$ cat config.mk
export PLATFORM = sky130hd
export DESIGN_NAME = cmp_state_tracker
export DESIGN_NICKNAME = d
export VERILOG_FILES = /design/src/rtl/cmp_pkg.sv /design/src/rtl/cmp_debounce.sv /design/src/rtl/cmp_state_tracker.sv
export SDC_FILE = /design/constraint.sdc
export NUM_CORES = 1
export LEC_CHECK = 0
export ABC_AREA = 1
export CORE_UTILIZATION = 30
export DETAILED_ROUTE_END_ITERATION = 6
export GPL_TIMING_DRIVEN = 0
export PLACE_DENSITY = 0.48
export RECOVER_POWER = 25
export SYNTH_ARGS = -nofsm -noshare
export SYNTH_HDL_FRONTEND = slang
export SYNTH_SLANG_ARGS = --single-unit
$ cat constraint.sdc
create_clock -name clk -period 5.6 [get_ports clk]
set_clock_uncertainty 0.1 [all_clocks]
set_input_delay 1.12 -clock clk [delete_from_list [all_inputs] [get_ports clk]]
set_output_delay 1.12 -clock clk [all_outputs]
set_load 0.02 [all_outputs]
$ cat src/rtl/cmp_pkg.sv
// cmp_pkg: relation-state encoding and helpers shared by the comparator tracker.
// Encoding is numeric so that BELOW < EQUAL < ABOVE holds as plain unsigned order.
package cmp_pkg;

    typedef logic [1:0] cmp_state_t;

    localparam cmp_state_t ST_UNKNOWN = 2'b00;
    localparam cmp_state_t ST_BELOW   = 2'b01;
    localparam cmp_state_t ST_EQUAL   = 2'b10;
    localparam cmp_state_t ST_ABOVE   = 2'b11;

    function automatic logic rank_higher(
        input cmp_state_t nxt,
        input cmp_state_t cur
    );
        return nxt > cur;
    endfunction

    // Anything other than exactly one flag maps to UNKNOWN (illegal sample).
    function automatic cmp_state_t flag_class(
        input logic gt,
        input logic eq,
        input logic lt
    );
        case ({gt, eq, lt})
            3'b100:  return ST_ABOVE;
            3'b010:  return ST_EQUAL;
            3'b001:  return ST_BELOW;
            default: return ST_UNKNOWN;
        endcase
    endfunction

endpackage

$ cat src/rtl/cmp_debounce.sv
// cmp_debounce: tracks the candidate relation and its run of identical samples,
// raising commit on the edge the run reaches DEBOUNCE against a differing state.
module cmp_debounce
    import cmp_pkg::*;
#(
    parameter int DEBOUNCE = 3
)
(
    input  logic       clk,
    input  logic       rst_n,
    input  logic       clr,
    input  logic       in_valid,
    input  logic       a_gt_b,
    input  logic       a_eq_b,
    input  logic       a_lt_b,
    input  cmp_state_t state,
    output logic       commit,
    output cmp_state_t cand,
    output logic       bad
);

    localparam logic [3:0] RUN_MAX = 4'(DEBOUNCE);

    cmp_state_t cls;
    cmp_state_t cand_q;
    cmp_state_t cand_d;
    logic [3:0] run_q;
    logic [3:0] run_d;
    logic       legal;

    always_comb begin
        cls    = flag_class(a_gt_b, a_eq_b, a_lt_b);
        legal  = in_valid && (cls != ST_UNKNOWN);
        bad    = in_valid && (cls == ST_UNKNOWN);
        cand_d = cand_q;
        run_d  = run_q;
        if (bad) begin
            cand_d = ST_UNKNOWN;
            run_d  = 4'd0;
        end else if (legal) begin
            if (cls == cand_q) begin
                if (run_q != RUN_MAX) run_d = run_q + 4'd1;
            end else begin
                cand_d = cls;
                run_d  = 4'd1;
            end
        end
        commit = legal && !clr && (run_d == RUN_MAX) && (cand_d != state);
    end

    assign cand = cand_d;

    always_ff @(posedge clk or negedge rst_n) begin
        if (!rst_n) begin
            cand_q <= ST_UNKNOWN;
            run_q  <= 4'd0;
        end else if (clr) begin
            cand_q <= ST_UNKNOWN;
            run_q  <= 4'd0;
        end else begin
            cand_q <= cand_d;
            run_q  <= run_d;
        end
    end

endmodule

$ cat src/rtl/cmp_state_tracker.sv
// cmp_state_tracker: debounced relation state, crossing pulses/counter, one-hot error.
// Optional CMP_TRACK_DWELL_EN adds dwell_cnt (legal samples since last commit).
module cmp_state_tracker
    import cmp_pkg::*;
#(
    parameter int DEBOUNCE = 3,
    parameter int CNT_W    = 8
)
(
    input  logic             clk,
    input  logic             rst_n,
    input  logic             clr,
    input  logic             in_valid,
    input  logic             a_gt_b,
    input  logic             a_eq_b,
    input  logic             a_lt_b,
    output logic [1:0]       state_o,
    output logic             state_valid,
    output logic             cross_up,
    output logic             cross_down,
    output logic [CNT_W-1:0] cross_cnt,
`ifdef CMP_TRACK_DWELL_EN
    output logic [15:0]      dwell_cnt,
`endif
    output logic             err_onehot
);

    localparam logic [CNT_W-1:0] CNT_MAX = '1;
    localparam logic [CNT_W-1:0] CNT_ONE = {{(CNT_W-1){1'b0}}, 1'b1};

    logic       commit;
    logic       bad;
    cmp_state_t cand;

    cmp_debounce #(
        .DEBOUNCE (DEBOUNCE)
    ) u_deb (
        .clk      (clk),
        .rst_n    (rst_n),
        .clr      (clr),
        .in_valid (in_valid),
        .a_gt_b   (a_gt_b),
        .a_eq_b   (a_eq_b),
        .a_lt_b   (a_lt_b),
        .state    (state_o),
        .commit   (commit),
        .cand     (cand),
        .bad      (bad)
    );

    always_ff @(posedge clk or negedge rst_n) begin
        if (!rst_n) begin
            state_o     <= ST_UNKNOWN;
            state_valid <= 1'b0;
            cross_up    <= 1'b0;
            cross_down  <= 1'b0;
            cross_cnt   <= '0;
            err_onehot  <= 1'b0;
        end else if (clr) begin
            state_o     <= ST_UNKNOWN;
            state_valid <= 1'b0;
            cross_up    <= 1'b0;
            cross_down  <= 1'b0;
            cross_cnt   <= '0;
            err_onehot  <= 1'b0;
        end else begin
            cross_up   <= 1'b0;
            cross_down <= 1'b0;
            if (bad) err_onehot <= 1'b1;
            if (commit) begin
                state_o     <= cand;
                state_valid <= 1'b1;
                // The first commit out of UNKNOWN is not a crossing.
                if (state_o != ST_UNKNOWN) begin
                    cross_up   <= rank_higher(cand, state_o);
                    cross_down <= !rank_higher(cand, state_o);
                    if (cross_cnt != CNT_MAX) cross_cnt <= cross_cnt + CNT_ONE;
                end
            end
        end
    end

`ifdef CMP_TRACK_DWELL_EN
    always_ff @(posedge clk or negedge rst_n) begin
        if (!rst_n) begin
            dwell_cnt <= 16'd0;
        end else if (clr || commit) begin
            dwell_cnt <= 16'd0;
        end else if (in_valid && !bad && dwell_cnt != 16'hFFFF) begin
            dwell_cnt <= dwell_cnt + 16'd1;
        end
    end
`endif

endmodule

==> Word-level counts from Yosys, hierarchy flattened <==
Cells that the tools add are included.
{ "totals": {"regBits": 20, "latchBits": 0, "mem_bits_rw": 0, "rom_bits": 0, "inputBits": 7, "memories": 0} }
{ "op_classes": {"n_addsub": 2, "multipliers": 0, "n_div": 0, "order_cmp": 1, "eq_ne": 8, "shifts": 0, "mux": 26, "bitwise_logic": 0, "reduce_logical": 15} }
{ "op_table": {"columns": ["cell", "count"], "rows": [
  ["two-way mux 8 bit", 4],
  ["two-way mux 4 bit", 5],
  ["two-way mux 2 bit", 6],
  ["nonzero test 2 bit", 6],
  ["two-way mux 1 bit", 10],
  ["adder 8 x 1 -> 8 bit (second input constant)", 1],
  ["inequality test 8 bit (second input constant)", 1],
  ["case mux 2 bit (3 select lines)", 1],
  ["logical AND 1 bit", 5],
  ["adder 4 x 1 -> 4 bit (second input constant)", 1],
  ["equality test 4 x 2 -> 1 bit (second input constant)", 1],
  ["inequality test 4 x 2 -> 1 bit (second input constant)", 1],
  ["equality test 3 x 1 -> 1 bit (second input constant)", 1],
  ["equality test 3 x 2 -> 1 bit (second input constant)", 1],
  ["equality test 3 bit (second input constant)", 1],
  ["AND reduction 3 bit", 1],
  ["equality test 2 bit", 1],
  ["> comparator 2 bit", 1],
  ["zero test 1 bit", 2],
  ["zero test 2 bit", 1],
  ["inequality test 2 bit", 1]
]} }

==> Longest topological paths before layout <==
{ "depth": {"depth_word": 11, "mapped_depth": 13, "mapped_depth_nobuf": 13} }

==> By module <==
Synthesis repeated with hierarchy kept, for this count alone.
{ "hier_totals": {"cells_unflattened": 188, "area_unflattened_um2": 1333.8} }
{ "by_module_without_submodules": {"columns": ["module", "n_inst", "cells_per_inst", "area_each_um2", "seq_area_each_um2"], "rows": [
  ["cmp_state_tracker", 1, 100, 799.5, 350.3],
  ["cmp_debounce", 1, 88, 534.3, 150.1]
]} }

==> Worst setup path after synthesis <==
No wires, ideal clock.
{ "synth_path": {"path_type": "input port to flip-flop", "from": "in a_eq_b", "to": "reg cross_cnt[2]", "setup_time_ns": 0.066, "arrival_time_ns": 2.395, "required_time_ns": 5.434, "slack_ns": 3.039, "stages": 12, "n_path_buf": 1, "path_cell_list": "inv_1 -> nand4_1 -> o21a_1 -> ha_1 -> nand2_1 -> nand3_1 -> inv_2 -> nand3_2 -> nor2_4 -> buf_6 -> nand4_1 -> nand2_1"} }
{ "synth_between": {"elab_chain_cells": 11} }
{ "synth_lines": {"columns": ["element", "line", "source"], "rows": [
  ["from (decl)", "cmp_state_tracker.sv:15", "input logic a_eq_b,"],
  ["equality test 3 x 1 -> 1 bit, or another cell as far along", "cmp_pkg.sv:25", "case ({gt, eq, lt})"],
  ["case mux 2 bit (3 select lines) (*)", "cmp_pkg.sv:25", null],
  ["equality test 2 bit or nonzero test 2 bit (tied branches)", "cmp_debounce.sv:41, cmp_debounce.sv:33", null],
  ["two-way mux 4 bit or logical AND 1 bit (tied branches)", "cmp_debounce.sv:41, cmp_debounce.sv:33", null],
  ["two-way mux 4 bit", "cmp_debounce.sv:40", "end else if (legal) begin"],
  ["two-way mux 4 bit", "cmp_debounce.sv:37", "if (bad) begin"],
  ["equality test 4 x 2 -> 1 bit", "cmp_debounce.sv:48", "commit = legal && !clr && (run_d == RUN_MAX) && (cand_d != state);"],
  ["logical AND 1 bit", "cmp_debounce.sv:48", null],
  ["logical AND 1 bit (*)", "cmp_debounce.sv:48", null],
  ["nonzero test 2 bit (no source line) (*)", null, null],
  ["AND reduction 3 bit (no source line) (*)", null, null],
  ["to (signal assigned)", "cmp_state_tracker.sv:77", "if (cross_cnt != CNT_MAX) cross_cnt <= cross_cnt + CNT_ONE;"],
  ["to (decl)", "cmp_state_tracker.sv:21", "output logic [CNT_W-1:0] cross_cnt,"]
]} }
Every way passes the cells marked *; elsewhere a longest branch is shown, timed or not.
A chain may end at the register's enable or synchronous reset.

==> Worst setup path after layout <==
{ "layout_path": {"from": "in a_gt_b", "to": "reg cross_cnt[7]"} }
{ "layout_between": {"elab_chain_cells": 11} }
{ "layout_lines": {"columns": ["element", "line", "source"], "rows": [
  ["from (decl)", "cmp_state_tracker.sv:14", "input logic a_gt_b,"],
  ["equality test 3 x 1 -> 1 bit, or another cell as far along", "cmp_pkg.sv:25", null],
  ["case mux 2 bit (3 select lines) (*)", "cmp_pkg.sv:25", null],
  ["equality test 2 bit or nonzero test 2 bit (tied branches)", "cmp_debounce.sv:41, cmp_debounce.sv:33", null],
  ["two-way mux 4 bit or logical AND 1 bit (tied branches)", "cmp_debounce.sv:41, cmp_debounce.sv:33", null],
  ["two-way mux 4 bit", "cmp_debounce.sv:40", null],
  ["two-way mux 4 bit", "cmp_debounce.sv:37", null],
  ["equality test 4 x 2 -> 1 bit", "cmp_debounce.sv:48", null],
  ["logical AND 1 bit", "cmp_debounce.sv:48", null],
  ["logical AND 1 bit (*)", "cmp_debounce.sv:48", null],
  ["nonzero test 2 bit (no source line) (*)", null, null],
  ["AND reduction 3 bit (no source line) (*)", null, null]
]} }
Marked as above.

==> results.json <==
{
  "status": "finished clean",
  "final_common_cell": "nand2_1",
  "ys_ff_latch": 20,
  "routed_wl_um": 3008,
  "yosysSeqAreaShare_pct": 37.88,
  "fin_hold_ws_ns": 0.4085,
  "min_path_type": "reg -> reg",
  "place_area_um2": 1574,
  "dieArea_um2": 4674,
  "cp_cell_sequence": "dlygate4sd3_1 -> nand2_1 -> nand4_1 -> o21a_1 -> ha_1 -> nand2_1 -> nand3_1 -> inv_2 -> nand3_2 -> nor2_4 -> buf_6 -> nand4_1 -> nand2_1",
  "crit_family": "simple AND/OR/NAND/NOR gates",
  "power.density_nw_per_um2": 172.8,
  "synth_cells": 177,
  "worstPathMaxFanout": 10,
  "finalNetCount": 212,
  "clk_pin_slew_ns": 0.07,
  "synth_top_family_by_area": "simple AND/OR/NAND/NOR gates",
  "yosys.area_share.simple_pct": 40.25,
  "grt_max_degree": 21,
  "endpoint_kind": "flop",
  "cts_tree": "built",
  "final.fill_count": 446,
  "synth.mux.area_fraction_pct": 0,
  "yosys.area_share.xor_xnor_pct": 3.314,
  "worstSkewPairLatency_ns": 0.25,
  "overflow": 0,
  "switching_power_mw": 0.07234,
  "internal-power_mw": 0.2068,
  "slew_viol_final": 0,
  "drcViolationCount": 0,
  "antenna_found_initial": 0,
  "fmax_mhz": 323.1,
  "setup_viol": 0,
  "vias": 1189,
  "die_width_um": 68.37,
  "cp.arrival_ns": 3.18,
  "antenna_left": 0,
  "firstDrtPassIters": 4,
  "hold_viol": 0,
  "cts_sinks": 20,
  "yosys_warnings": 0,
  "place_ws_ns": 2.301,
  "hold_buffers": 0,
  "placed_cells": 246,
  "critPathMaxStageDelay_ns": 0.58,
  "netlist.area_leader.share_pct": 37.88,
  "drt_iter0_markers": 50,
  "seq_power_share_pct": 53.0,
  "cap_violations": 0,
  "rsz0062_at_grt": "no",
  "stdcell_count": 249,
  "die-height_um": 68.37,
  "worst_pin_slew_ns": 0.9528,
  "ir_drop_mv": 0.06212,
  "yosys-top-cells-area": "dfrtp_1 (38%), nand2_1 (10%), inv_1 (8.0%)",
  "gp_congestion": 0.7409,
  "post_cts_buffers": 0,
  "reg2reg_slack_ns": 3.59,
  "synth_nets": 188,
  "synth.cell_area_um2": 1321,
  "power_frac_clock_pct": 32.8,
  "critPathBufInv": 3,
  "timing.setup.tns_ns": 0,
  "numPortBuffers": 19,
  "yosysUniqueCellTypes": 25,
  "core.rowCount": 23,
  "p_leak_nw": 0.8449,
  "core_area_um2": 4115,
  "gr-usage-all-layers_pct": 14.98,
  "cts_buffer_depth": 2,
  "cts.repair.resized": 0,
  "drive_gt1_share_pct": 13.57,
  "wl_per_cell_um": 12.08,
  "fin_ws_ns": 2.505,
  "num_antenna_cells": 0,
  "mostFrequentLayoutCells": "nand2_1 (36), inv_1 (28), dfrtp_1 (20), nand3_1 (19), clkdlybuf4s50_1 (17)",
  "cts_inserted_buffers": 3,
  "slew_headroom_pct": 36.27,
  "p_comb_share_pct": 14.2,
  "grt_pass1_vias": 1145,
  "startpoint_type": "primary input",
  "crit_type": "in -> reg",
  "yosysTopAreaCell": "dfrtp_1",
  "start_util_pct": 32.11,
  "slowest_stage": "dlygate4sd3_1",
  "dpl.hpwl_um": 2260,
  "fin_crit_ns": 3.095,
  "finalInstanceArea_um2": 1615,
  "num_io_pins": 21,
  "fin_crit_sh_pct": 55.28,
  "via_per_inst": 4.775,
  "timing.critical_path.mode_cell": "nand2_1",
  "grt_pass1_wl_um": 5216,
  "h-tree-depth": 1,
  "synth-compound-area-share_pct": 3.883,
  "crit_required_ns": 5.69,
  "sw_frac_of_total_pct": 25.92,
  "area_delta_synth_final_pct": 22.25,
  "avgSynthCellArea_um2": 7.465,
  "synth_fa_ha_area_share_pct": 3.788,
  "cts_root_buffer": "clkbuf_8"
}
==> tightest hold or removal path: stages (launching register included) <==
cell and delay [ns]:
dfrtp_1 0.36, nand2_1 0.06, nand2_1 0.06
==> final timing paths <==
path                       depth (start not counted)        endpoint           start
setup / recovery                                  13    cross_cnt[7]          a_gt_b
hold / removal                                     2     state_valid     state_valid
setup reg to reg                                  11    cross_cnt[7]  u_deb.run_q[0]
hold reg to reg                                    2     state_valid     state_valid
max in group asynchronous                          1  u_deb.run_q[3]           rst_n
min in group asynchronous                          1    cross_cnt[3]           rst_n
==> per-stage QoR <==
| step | total power [mW] | utilization (%) |
|---|---|---|
| finish | 0.2791 | 39.25 |
| global route | 0.2975 | 39.25 |
| CTS | 0.2834 | 39.25 |
| detailed placement | 0.1910 | 38.25 |
| global placement | 0.1904 | 38.25 |
| floorplan | 0.1761 | - |
==> sequential cells by signal, summed over array words and instances (netlist names) <==
signal / count
cross_cnt: 8
u_deb.run_q: 4
cross_up: 1
state_valid: 1
cross_down: 1
state_o: 2
err_onehot: 1
u_deb.cand_q: 2
==> cell families after synthesis <==
family / count (synthesis)
xor gates and xnor gates: 5
DFF: 20
adders and majority gates: 4
buffers and inverters: 36
and+or+nand+nor: 103
AOI/OAI and AO/OA: 9
==> metal layers <==
metal | GRT usage [%] | vias to the layer above | wire, um
met5 | 0 | - | 0
met4 | 5.990 | 0 | 23
met3 | 1.500 | 2 | 70
met2 | 25.49 | 17 | 1500
met1 | 19.23 | 562 | 1413
li1 | - | 608 | -
==> power groups by stage <==
stage                     sequential, mW  combinational, mW  clock [mW]
final                              0.148             0.0396      0.0917
after detailed placement           0.151             0.0403           0
after floorplan                    0.151             0.0250           0
after CTS                          0.148             0.0406      0.0950
after global routing               0.148             0.0449       0.104
after global placement             0.151             0.0398           0
==> cells in the mapped netlist, drive strengths merged <==
cell type and n:
nand3 24, nand2 44, nand4 15, nor2 19, buf 3, ha 4, o21a 1, xor2 5
nor3b 1, inv 32, a21oi 5, o21ai 3, dfrtp 20, clkbuf 1
==> area by class of cell <==
| type | instances | area [um^2] | area share, % |
|---|---|---|---|
| Buffer | 4 | 23.77 | 1.472 |
| Clock buffer | 3 | 41.29 | 2.556 |
| Inverter | 32 | 120.1 | 7.436 |
| Multi-Input combinational cell | 121 | 676.9 | 41.91 |
| Sequential cell | 20 | 500.5 | 30.98 |
| Tap cell | 50 | 62.56 | 3.873 |
| Timing Repair Buffer | 19 | 190.2 | 11.77 |
No activity file was read; power rests on OpenSTA's default activity.
